$ cat src/rtl/ikbd_acia.sv
// ikbd_acia: 6850-style ACIA at the host end of the keyboard serial link.
// Fixed 8N1 framing at BIT_CLKS clocks per bit. Two-flop synchronisers on
// rxd/cts_n. Separate RX and TX state machines. Combinational read mux.
module ikbd_acia #(
  parameter int BIT_CLKS = 512
) (
  input  logic       mcu_clx2,
  input  logic       mcu_rst_n,
  input  logic       cs,
  input  logic       rs,
  input  logic       wr,
  input  logic       rd,
  input  logic [7:0] din,
  output logic [7:0] dout,
  output logic       irq_n,
  input  logic       rxd,
  output logic       txd,
  input  logic       cts_n,
  output logic       rts_n
);

  localparam int CW = $clog2(BIT_CLKS) + 1;
  localparam logic [CW-1:0] C_FULL = CW'(BIT_CLKS - 1);
  localparam logic [CW-1:0] C_HALF = CW'(BIT_CLKS / 2 - 1);
  localparam logic [CW-1:0] C_ONE  = CW'(1);
  localparam logic [CW-1:0] C_ZERO = {CW{1'b0}};

  typedef enum logic [1:0] {
    S_IDLE  = 2'd0,
    S_START = 2'd1,
    S_DATA  = 2'd2,
    S_STOP  = 2'd3
  } state_t;

  // The word-select bits CR4:2 are not kept: the frame is always 8N1, so they
  // can never change behaviour and are not readable.
  logic [1:0]    r_cr_div;
  logic [1:0]    r_cr_tc;
  logic          r_cr_rie;
  logic          r_rts_n;
  logic          r_rxd_m, r_rxd_s, r_rxd_d;
  logic          r_cts_m, r_cts_s;
  logic [7:0]    r_rdr;
  logic          r_rdrf, r_fe, r_ovrn;
  state_t        r_rx_state, w_rx_state_nx;
  logic [CW-1:0] r_rx_cnt, w_rx_cnt_nx;
  logic [2:0]    r_rx_bit, w_rx_bit_nx;
  logic [7:0]    r_rx_shift, w_rx_shift_nx;
  logic          w_rx_done;
  logic [7:0]    r_tdr;
  logic          r_tdre;
  state_t        r_tx_state, w_tx_state_nx;
  logic [CW-1:0] r_tx_cnt, w_tx_cnt_nx;
  logic [2:0]    r_tx_bit, w_tx_bit_nx;
  logic [7:0]    r_tx_shift, w_tx_shift_nx;
  logic          r_tx_line, w_tx_line_nx;
  logic          w_tx_load;
  logic          r_txd;

  logic w_mreset, w_cr_wr, w_tdr_wr, w_rdr_rd, w_rx_fall;
  logic w_rx_tick, w_tx_tick, w_tx_go, w_irq;

  assign w_mreset  = (r_cr_div == 2'b11);
  assign w_cr_wr   = cs & wr & ~rs;
  assign w_tdr_wr  = cs & wr & rs & ~w_mreset;
  assign w_rdr_rd  = cs & rd & rs;
  assign w_rx_fall = r_rxd_d & ~r_rxd_s;
  assign w_rx_tick = (r_rx_cnt == C_ZERO);
  assign w_tx_tick = (r_tx_cnt == C_ZERO);
  assign w_tx_go   = ~r_tdre & ~r_cts_s;
  assign w_irq     = (r_cr_rie & (r_rdrf | r_ovrn)) |
                     ((r_cr_tc == 2'b01) & r_tdre & ~r_cts_s);

  assign irq_n = ~w_irq;
  assign rts_n = r_rts_n;
  assign txd   = r_txd;
  assign dout  = rs ? r_rdr
                    : {w_irq, 1'b0, r_ovrn, r_fe, r_cts_s, 1'b0, r_tdre & ~r_cts_s, r_rdrf};

  // Control register and the registered rts_n decode.
  always_ff @(posedge mcu_clx2 or negedge mcu_rst_n) begin
    if (!mcu_rst_n) begin
      r_cr_div <= 2'b11;
      r_cr_tc  <= 2'b00;
      r_cr_rie <= 1'b0;
      r_rts_n  <= 1'b0;
    end else begin
      if (w_cr_wr) begin
        r_cr_div <= din[1:0];
        r_cr_tc  <= din[6:5];
        r_cr_rie <= din[7];
      end
      r_rts_n <= (r_cr_tc == 2'b10);
    end
  end

  // Two-flop synchronisers for rxd and cts_n, plus the previous rxd for edge detect.
  always_ff @(posedge mcu_clx2 or negedge mcu_rst_n) begin
    if (!mcu_rst_n) begin
      r_rxd_m <= 1'b1;
      r_rxd_s <= 1'b1;
      r_rxd_d <= 1'b1;
      r_cts_m <= 1'b0;
      r_cts_s <= 1'b0;
    end else begin
      r_rxd_m <= rxd;
      r_rxd_s <= r_rxd_m;
      r_rxd_d <= r_rxd_s;
      r_cts_m <= cts_n;
      r_cts_s <= r_cts_m;
    end
  end

  // RX next-state: half-bit start check, then whole-bit spaced samples.
  always_comb begin
    w_rx_state_nx = r_rx_state;
    w_rx_cnt_nx   = r_rx_cnt;
    w_rx_bit_nx   = r_rx_bit;
    w_rx_shift_nx = r_rx_shift;
    w_rx_done     = 1'b0;
    if (w_mreset) begin
      w_rx_state_nx = S_IDLE;
    end else begin
      case (r_rx_state)
        S_IDLE: begin
          if (w_rx_fall) begin
            w_rx_state_nx = S_START;
            w_rx_cnt_nx   = C_HALF;
          end else begin
            w_rx_state_nx = S_IDLE;
          end
        end
        S_START: begin
          if (w_rx_tick) begin
            w_rx_state_nx = r_rxd_s ? S_IDLE : S_DATA;
            w_rx_cnt_nx   = C_FULL;
            w_rx_bit_nx   = 3'd0;
          end else begin
            w_rx_cnt_nx = r_rx_cnt - C_ONE;
          end
        end
        S_DATA: begin
          if (w_rx_tick) begin
            w_rx_shift_nx = {r_rxd_s, r_rx_shift[7:1]};
            w_rx_cnt_nx   = C_FULL;
            w_rx_bit_nx   = r_rx_bit + 3'd1;
            w_rx_state_nx = (r_rx_bit == 3'd7) ? S_STOP : S_DATA;
          end else begin
            w_rx_cnt_nx = r_rx_cnt - C_ONE;
          end
        end
        S_STOP: begin
          if (w_rx_tick) begin
            w_rx_done     = 1'b1;
            w_rx_state_nx = S_IDLE;
          end else begin
            w_rx_cnt_nx = r_rx_cnt - C_ONE;
          end
        end
        default: w_rx_state_nx = S_IDLE;
      endcase
    end
  end

  // RX state register.
  always_ff @(posedge mcu_clx2 or negedge mcu_rst_n) begin
    if (!mcu_rst_n) begin
      r_rx_state <= S_IDLE;
      r_rx_cnt   <= C_ZERO;
      r_rx_bit   <= 3'd0;
      r_rx_shift <= 8'h00;
    end else begin
      r_rx_state <= w_rx_state_nx;
      r_rx_cnt   <= w_rx_cnt_nx;
      r_rx_bit   <= w_rx_bit_nx;
      r_rx_shift <= w_rx_shift_nx;
    end
  end

  // Receive flags and RDR; a transfer coinciding with an RDR read takes the new byte.
  always_ff @(posedge mcu_clx2 or negedge mcu_rst_n) begin
    if (!mcu_rst_n) begin
      r_rdr  <= 8'h00;
      r_rdrf <= 1'b0;
      r_fe   <= 1'b0;
      r_ovrn <= 1'b0;
    end else if (w_mreset) begin
      r_rdrf <= 1'b0;
      r_fe   <= 1'b0;
      r_ovrn <= 1'b0;
    end else if (w_rx_done) begin
      if (!r_rdrf || w_rdr_rd) begin
        r_rdr  <= r_rx_shift;
        r_rdrf <= 1'b1;
        r_fe   <= ~r_rxd_s;
        r_ovrn <= 1'b0;
      end else begin
        r_ovrn <= 1'b1;
      end
    end else if (w_rdr_rd) begin
      r_rdrf <= 1'b0;
      r_fe   <= 1'b0;
      r_ovrn <= 1'b0;
    end else begin
      r_rdrf <= r_rdrf;
    end
  end

  // TX next-state: a pending byte loads straight from the stop bit, so frames abut.
  always_comb begin
    w_tx_state_nx = r_tx_state;
    w_tx_cnt_nx   = r_tx_cnt;
    w_tx_bit_nx   = r_tx_bit;
    w_tx_shift_nx = r_tx_shift;
    w_tx_line_nx  = r_tx_line;
    w_tx_load     = 1'b0;
    if (w_mreset) begin
      w_tx_state_nx = S_IDLE;
      w_tx_line_nx  = 1'b1;
    end else begin
      case (r_tx_state)
        S_IDLE: begin
          if (w_tx_go) begin
            w_tx_load     = 1'b1;
            w_tx_shift_nx = r_tdr;
            w_tx_line_nx  = 1'b0;
            w_tx_state_nx = S_START;
            w_tx_cnt_nx   = C_FULL;
          end else begin
            w_tx_line_nx = 1'b1;
          end
        end
        S_START: begin
          if (w_tx_tick) begin
            w_tx_line_nx  = r_tx_shift[0];
            w_tx_shift_nx = {1'b0, r_tx_shift[7:1]};
            w_tx_bit_nx   = 3'd0;
            w_tx_state_nx = S_DATA;
            w_tx_cnt_nx   = C_FULL;
          end else begin
            w_tx_cnt_nx = r_tx_cnt - C_ONE;
          end
        end
        S_DATA: begin
          if (w_tx_tick) begin
            w_tx_cnt_nx = C_FULL;
            if (r_tx_bit == 3'd7) begin
              w_tx_line_nx  = 1'b1;
              w_tx_state_nx = S_STOP;
            end else begin
              w_tx_line_nx  = r_tx_shift[0];
              w_tx_shift_nx = {1'b0, r_tx_shift[7:1]};
              w_tx_bit_nx   = r_tx_bit + 3'd1;
            end
          end else begin
            w_tx_cnt_nx = r_tx_cnt - C_ONE;
          end
        end
        S_STOP: begin
          if (w_tx_tick && w_tx_go) begin
            w_tx_load     = 1'b1;
            w_tx_shift_nx = r_tdr;
            w_tx_line_nx  = 1'b0;
            w_tx_state_nx = S_START;
            w_tx_cnt_nx   = C_FULL;
          end else if (w_tx_tick) begin
            w_tx_line_nx  = 1'b1;
            w_tx_state_nx = S_IDLE;
          end else begin
            w_tx_cnt_nx = r_tx_cnt - C_ONE;
          end
        end
        default: begin
          w_tx_state_nx = S_IDLE;
          w_tx_line_nx  = 1'b1;
        end
      endcase
    end
  end

  // TX state register; txd is the FSM line gated by break, forced high in master reset.
  always_ff @(posedge mcu_clx2 or negedge mcu_rst_n) begin
    if (!mcu_rst_n) begin
      r_tx_state <= S_IDLE;
      r_tx_cnt   <= C_ZERO;
      r_tx_bit   <= 3'd0;
      r_tx_shift <= 8'h00;
      r_tx_line  <= 1'b1;
      r_txd      <= 1'b1;
    end else begin
      r_tx_state <= w_tx_state_nx;
      r_tx_cnt   <= w_tx_cnt_nx;
      r_tx_bit   <= w_tx_bit_nx;
      r_tx_shift <= w_tx_shift_nx;
      r_tx_line  <= w_tx_line_nx;
      r_txd      <= w_mreset | (w_tx_line_nx & (r_cr_tc != 2'b11));
    end
  end

  // TDR and TDRE: a host write wins over a same-cycle shifter load.
  always_ff @(posedge mcu_clx2 or negedge mcu_rst_n) begin
    if (!mcu_rst_n) begin
      r_tdr  <= 8'h00;
      r_tdre <= 1'b1;
    end else if (w_mreset) begin
      r_tdre <= 1'b1;
    end else if (w_tdr_wr) begin
      r_tdr  <= din;
      r_tdre <= 1'b0;
    end else if (w_tx_load) begin
      r_tdre <= 1'b1;
    end else begin
      r_tdre <= r_tdre;
    end
  end

endmodule

$ cat config.mk
export PLATFORM = sky130hd
export DESIGN_NAME = ikbd_acia
export DESIGN_NICKNAME = d
export VERILOG_FILES = /design/src/rtl/ikbd_acia.sv
export SDC_FILE = /design/constraint.sdc
export NUM_CORES = 1
export LEC_CHECK = 0
export ABC_AREA = 1
export CAP_MARGIN = 20
export CORE_MARGIN = 10
export CORE_UTILIZATION = 50
export CTS_CLUSTER_SIZE = 24
export DETAILED_ROUTE_END_ITERATION = 16
export HOLD_SLACK_MARGIN = 0.05
export PLACE_DENSITY = 0.69
export RECOVER_POWER = 25
export SLEW_MARGIN = 5
export SYNTH_ARGS = -nofsm -noshare
export SYNTH_HDL_FRONTEND = slang
export SYNTH_SLANG_ARGS = --single-unit
$ cat constraint.sdc
create_clock -name mcu_clx2 -period 1.95 [get_ports mcu_clx2]
set_input_delay 0.39 -clock mcu_clx2 [delete_from_list [all_inputs] [get_ports mcu_clx2]]
set_output_delay 0.39 -clock mcu_clx2 [all_outputs]
set_load 0.02 [all_outputs]
==> After elaboration in Yosys (flattened, before gate mapping) <==
Cells that the tools add are included.
W data, S select, Z words.
{ "totals": {"mem_bits_rw": 0, "latchBits": 0, "reg_bits": 79, "out_inout_bits": 11, "rom_bits": 0, "elab_cells": 173, "mem_count": 0} }
{ "op_classes": {"n_bitwise": 22, "reduce_logical": 24, "order_cmp": 0, "n_mux": 67, "div_mod_pow": 0, "shift": 0, "add_sub_neg": 4, "mul": 0, "n_eq_ne": 31} }
{ "op_table": {"columns": ["operator", "count"], "rows": [
  ["$mux W10", 7],
  ["$pmux W10 S3", 2],
  ["$mux W8", 6],
  ["$pmux W8 S4", 1],
  ["$mux W1", 28],
  ["$mux W2", 12],
  ["$ne A3 B3 Y1 const B", 8],
  ["$logic_not A10 Y1", 2],
  ["$ne A2 B2 Y1 const B", 10],
  ["$sub A10 B1 Y10 const B", 2],
  ["$pmux W2 S4", 2],
  ["$mux W3", 5],
  ["$reduce_and A3 Y1", 5],
  ["$and A1 B1 Y1", 13],
  ["$eq A2 B2 Y1 const B", 6],
  ["$pmux W3 S2", 2],
  ["$reduce_and A5 Y1", 2],
  ["$add A3 B1 Y3 const B", 2],
  ["$eq A2 B1 Y1 const B", 3],
  ["$eq A3 B3 Y1 const B", 2],
  ["$not A1 Y1", 6],
  ["$reduce_and A6 Y1", 1],
  ["$reduce_bool A3 Y1", 2],
  ["$logic_not A2 Y1", 2],
  ["other kinds (12)", 17]
]} }

==> Depth between registers and ports, before layout <==
{ "logic_depth": {"word_depth": 9, "mapped_depth": 12} }

==> Worst setup path after synthesis <==
OpenSTA, ideal clock, no wires.
{ "synth_timing": {"path_type": "register to output", "start": "register r_tdre", "end": "output dout[7]", "setup_slack_ns": 0.111, "path_stages_with_launch": 5, "arrival_ns": 1.449, "path_buffers": 0, "path_cell_list": "dfstp_2 > inv_1 > nor2_1 > a32oi_1 > o21ai_0"} }
{ "synth_via": {"elab_chain_cells": 4} }
{ "synth_rtl": {"columns": ["element", "line", "text"], "rows": [
  ["start: declaration", "51", "logic r_tdre;"],
  ["start signal: assignment", "313", "r_tdre <= r_tdre;"],
  ["$and A1 B1 Y1 (2 in series)", "72", "((r_cr_tc == 2'b01) & r_tdre & ~r_cts_s);"],
  ["$or A1 B1 Y1", "71", "assign w_irq = (r_cr_rie & (r_rdrf | r_ovrn)) |"],
  ["$mux W8", "77", "assign dout = rs ? r_rdr"],
  ["end: declaration", "14", "output logic [7:0] dout,"]
]} }
No other way between the ends.

==> Worst setup path in the final report <==
Ends and elaborated chain as after synthesis.

==> results.md <==
* WP buf/inv at 2
* Initial Util at 52.0%
* H-tree Lvls at 3
* Drt pass-1 iters at 5
* Max cap viols at 0
* Vias at 3654
* Max Clk Rate at 528 MHz
* Post-Syn Area per Cell at 8.00 µm²
* Clock buffer depth at 2
* Total I/O pin count at 27
* First-pass GRT wire length at 16100 µm
* Final period utilization at 97.1%
* Fin Clk Skew at 0.0134 ns
* Clock latency on the worst-skew pair at 0.35 ns
* Final wirelength at 9350 µm
* Most common cell after layout, fill and taps aside: nand2_1
* Final Core Density at 60.7%
* Min cycle time layout at 1.89 ns
* Initial DRC Count at 174
* DRC at 0
* Total CTS buffers at 9
* Slew Viols, Final at 0
* Antenna violations before repair at 1
* Detailed Place HPWL at 6960 µm
* Post-place setup slack at -0.335 ns
* GRT overflow at 0
* Ys async rst share at 100%
* Synth warnings at 0
* Port bufs at 26
* Register area share after synthesis at 45.8%
* Vias in the first global route at 3550
* Layout area overhead at 16.8%
* DR vias/cell at 5.19
* PwrDens at 1350 nW/µm²
* GRT Overall Usage at 14.8%
* Arrival time of the worst setup path at 1.50 ns
* Max stage delay cell, worst path: dfstp_2
* Layout cells sized above 1 at 15.1%
* CTS root buf: clkbuf_8
* Post-synth EDFFs at 0
* Die span in x at 113 µm
* Worst setup EP type: primary output
* Yosys top cell area share at 41.0%
* Post-synth top area cell: dfrtp_1
* PnR worst setup slack at 0.0565 ns
* Pleak at 2.69 nW
* # rows at 33
* Worst-margin pin slew at 0.709 ns
* Critical path, cell by cell: inv_2 -> nor2_4 -> a32oi_2 -> o21ai_1 -> buf_4
* Max FO, Critical Path at 2
* Peak VDD IR at 0.000558 V
* Unrepaired setup endpoints after global routing: false
* Top_reg_cell synth: dfrtp_1
* Post-Synthesis Cells at 542
* Filler instances at 769
* CTS Sinks at 79
* Critical Path RT at 1.56 ns
* Setup violators final at 0
* Max incr delay on CP at 0.55 ns
* Status: complete, no violations
* Most frequent cells in the layout: 181 x nand2_1, 71 x dfrtp_1, 58 x inv_1, 47 x o21ai_0, 38 x nor2_1
* Leading post-synthesis cells by cell area: dfrtp_1 41%, nand2_1 16%, o21ai_0 5.5%, inv_1 5.1%, dfstp_2 4.8%
* Hold Crit Class: flop to flop
* CTS clk-pin slew, worst paths at 0.08 ns
* Setup Crit Path Kind: flop to primary output
* Post-DRT Antenna Nets at 0
* Drt wl/cell at 13.3 µm
* Sequential cell area at 1990 µm²
* Chip height at 113 µm
* Yosys cell types at 36
* Routability cong. at 0.884
* Final Net Count at 625
* FF+latch count, synth at 79
* Area taken by multi-input logic gates at 2100 µm²
* Largest net degree at the start of global routing at 36
* Die area at 12800 µm²
* CP delay by family, top: flip-flops
* CTS tree: yes
* Slew Limit Headroom at 52.7%
* Mapped Area at 4340 µm²
* Core box area at 8340 µm²
* Syn nets at 574
* Fin. Hold Viols at 0
* CP startpoint kind: flop
==> routing by layer <==
layer	wire length, µm	GRT usage [%]	share of wire [%]
met1	4260	18.2	45
met2	4500	25.1	48
met3	451	2.96	4.8
met4	143	5.41	1.5
met5	0	0	0
==> final timing paths <==
kind / from / endpoint / slack (ns) / depth (start not counted)
max: r_tdre / dout[7] / 0.06 / 5
min reg2reg: r_rxd_m / r_rxd_s / 0.36 / 0
max reg2reg: r_tx_cnt[0] / r_tx_shift[0] / 0.16 / 10
min in group asynchronous: mcu_rst_n / r_tx_cnt[5] / 0.61 / 2
min: r_rxd_m / r_rxd_s / 0.36 / 0
max in group asynchronous: mcu_rst_n / r_rxd_d / 0.30 / 3
==> logic make-up (layout without fill, tap and decap cells) <==
kind of cell | after synthesis | after routing | synth area share (%)
and+or+nand+nor | 284 | 284 | 30.6
buffers and inverters | 71 | 127 | 6.41
AOI/OAI and AO/OA | 84 | 84 | 10.7
other | 0 | 1 | 0
adders and majority gates | 16 | 16 | 4.62
DFF | 79 | 79 | 45.8
xor gates and xnor gates | 5 | 5 | 1.01
muxes | 3 | 3 | 0.779
==> flip-flops by register name (all words and copies together), names as in the netlist, 2 cells and up <==
register	cells
r_cr_div	2
r_cr_tc	2
r_rdr	8
r_rx_bit	3
r_rx_cnt	10
r_rx_shift	8
r_rx_state	2
r_tdr	8
r_tx_bit	3
r_tx_cnt	10
r_tx_shift	8
r_tx_state	2
==> cell type report <==
cell class / count / share of cell area, %
multi-input cells: 392 / 41.5
flip-flops and latches: 79 / 39.2
repair buffers: 47 / 8.03
inverters: 64 / 4.74
well taps: 105 / 2.59
clock buffers: 10 / 2.52
clock inverters: 6 / 1.38
diodes: 1 / 0.0494
==> where the power goes <==
part | total, mW | switching (mW) | internal (mW) | leakage [nW]
Sequential | 2.40 | 0.327 | 2.08 | 0.993
Clock | 1.23 | 0.628 | 0.601 | 0.0944
Combinational | 3.22 | 2.05 | 1.16 | 1.61
Total | 6.85 | 3.01 | 3.84 | 2.69
==> stage by stage <==
| stage | hold WS (ns) | instance area [µm²] | TNS (ns) | cells | power [mW] |
|---|---|---|---|---|---|
| 2_1_floorplan | 0.0944 | 4340 | 0 | 542 | 4.74 |
| 3_3_place_gp | 0.332 | 4860 | -2.33 | 686 | 5.50 |
| 3_5_place_dp | 0.339 | 4860 | -2.43 | 686 | 5.59 |
| 4_1_cts | 0.361 | 5060 | 0 | 703 | 6.84 |
| 5_1_grt | 0.363 | 5070 | 0 | 704 | 7.47 |
| 6_report | 0.359 | 5070 | 0 | 704 | 6.85 |
==> synth_stat cells, drive strengths merged, types with 2 or more instances <==
cell type	instances
a21oi	20
xor2	4
clkbuf	5
nand2	187
a21boi	2
ha	16
dfstp	8
nor2	50
inv	64
dfrtp	71
mux2	3
o21ai	59
nand3	34
nand4	10
buf	2
==> what timing repair did <==
action,4_1_cts,5_1_grt
pin swaps,0,3
setup endpoints to repair,9,11
hold endpoints to repair,21,0
buffers inserted,0,0
resized for setup,22,9
hold buffers,1,0
Power figures use the tool's default switching activity.
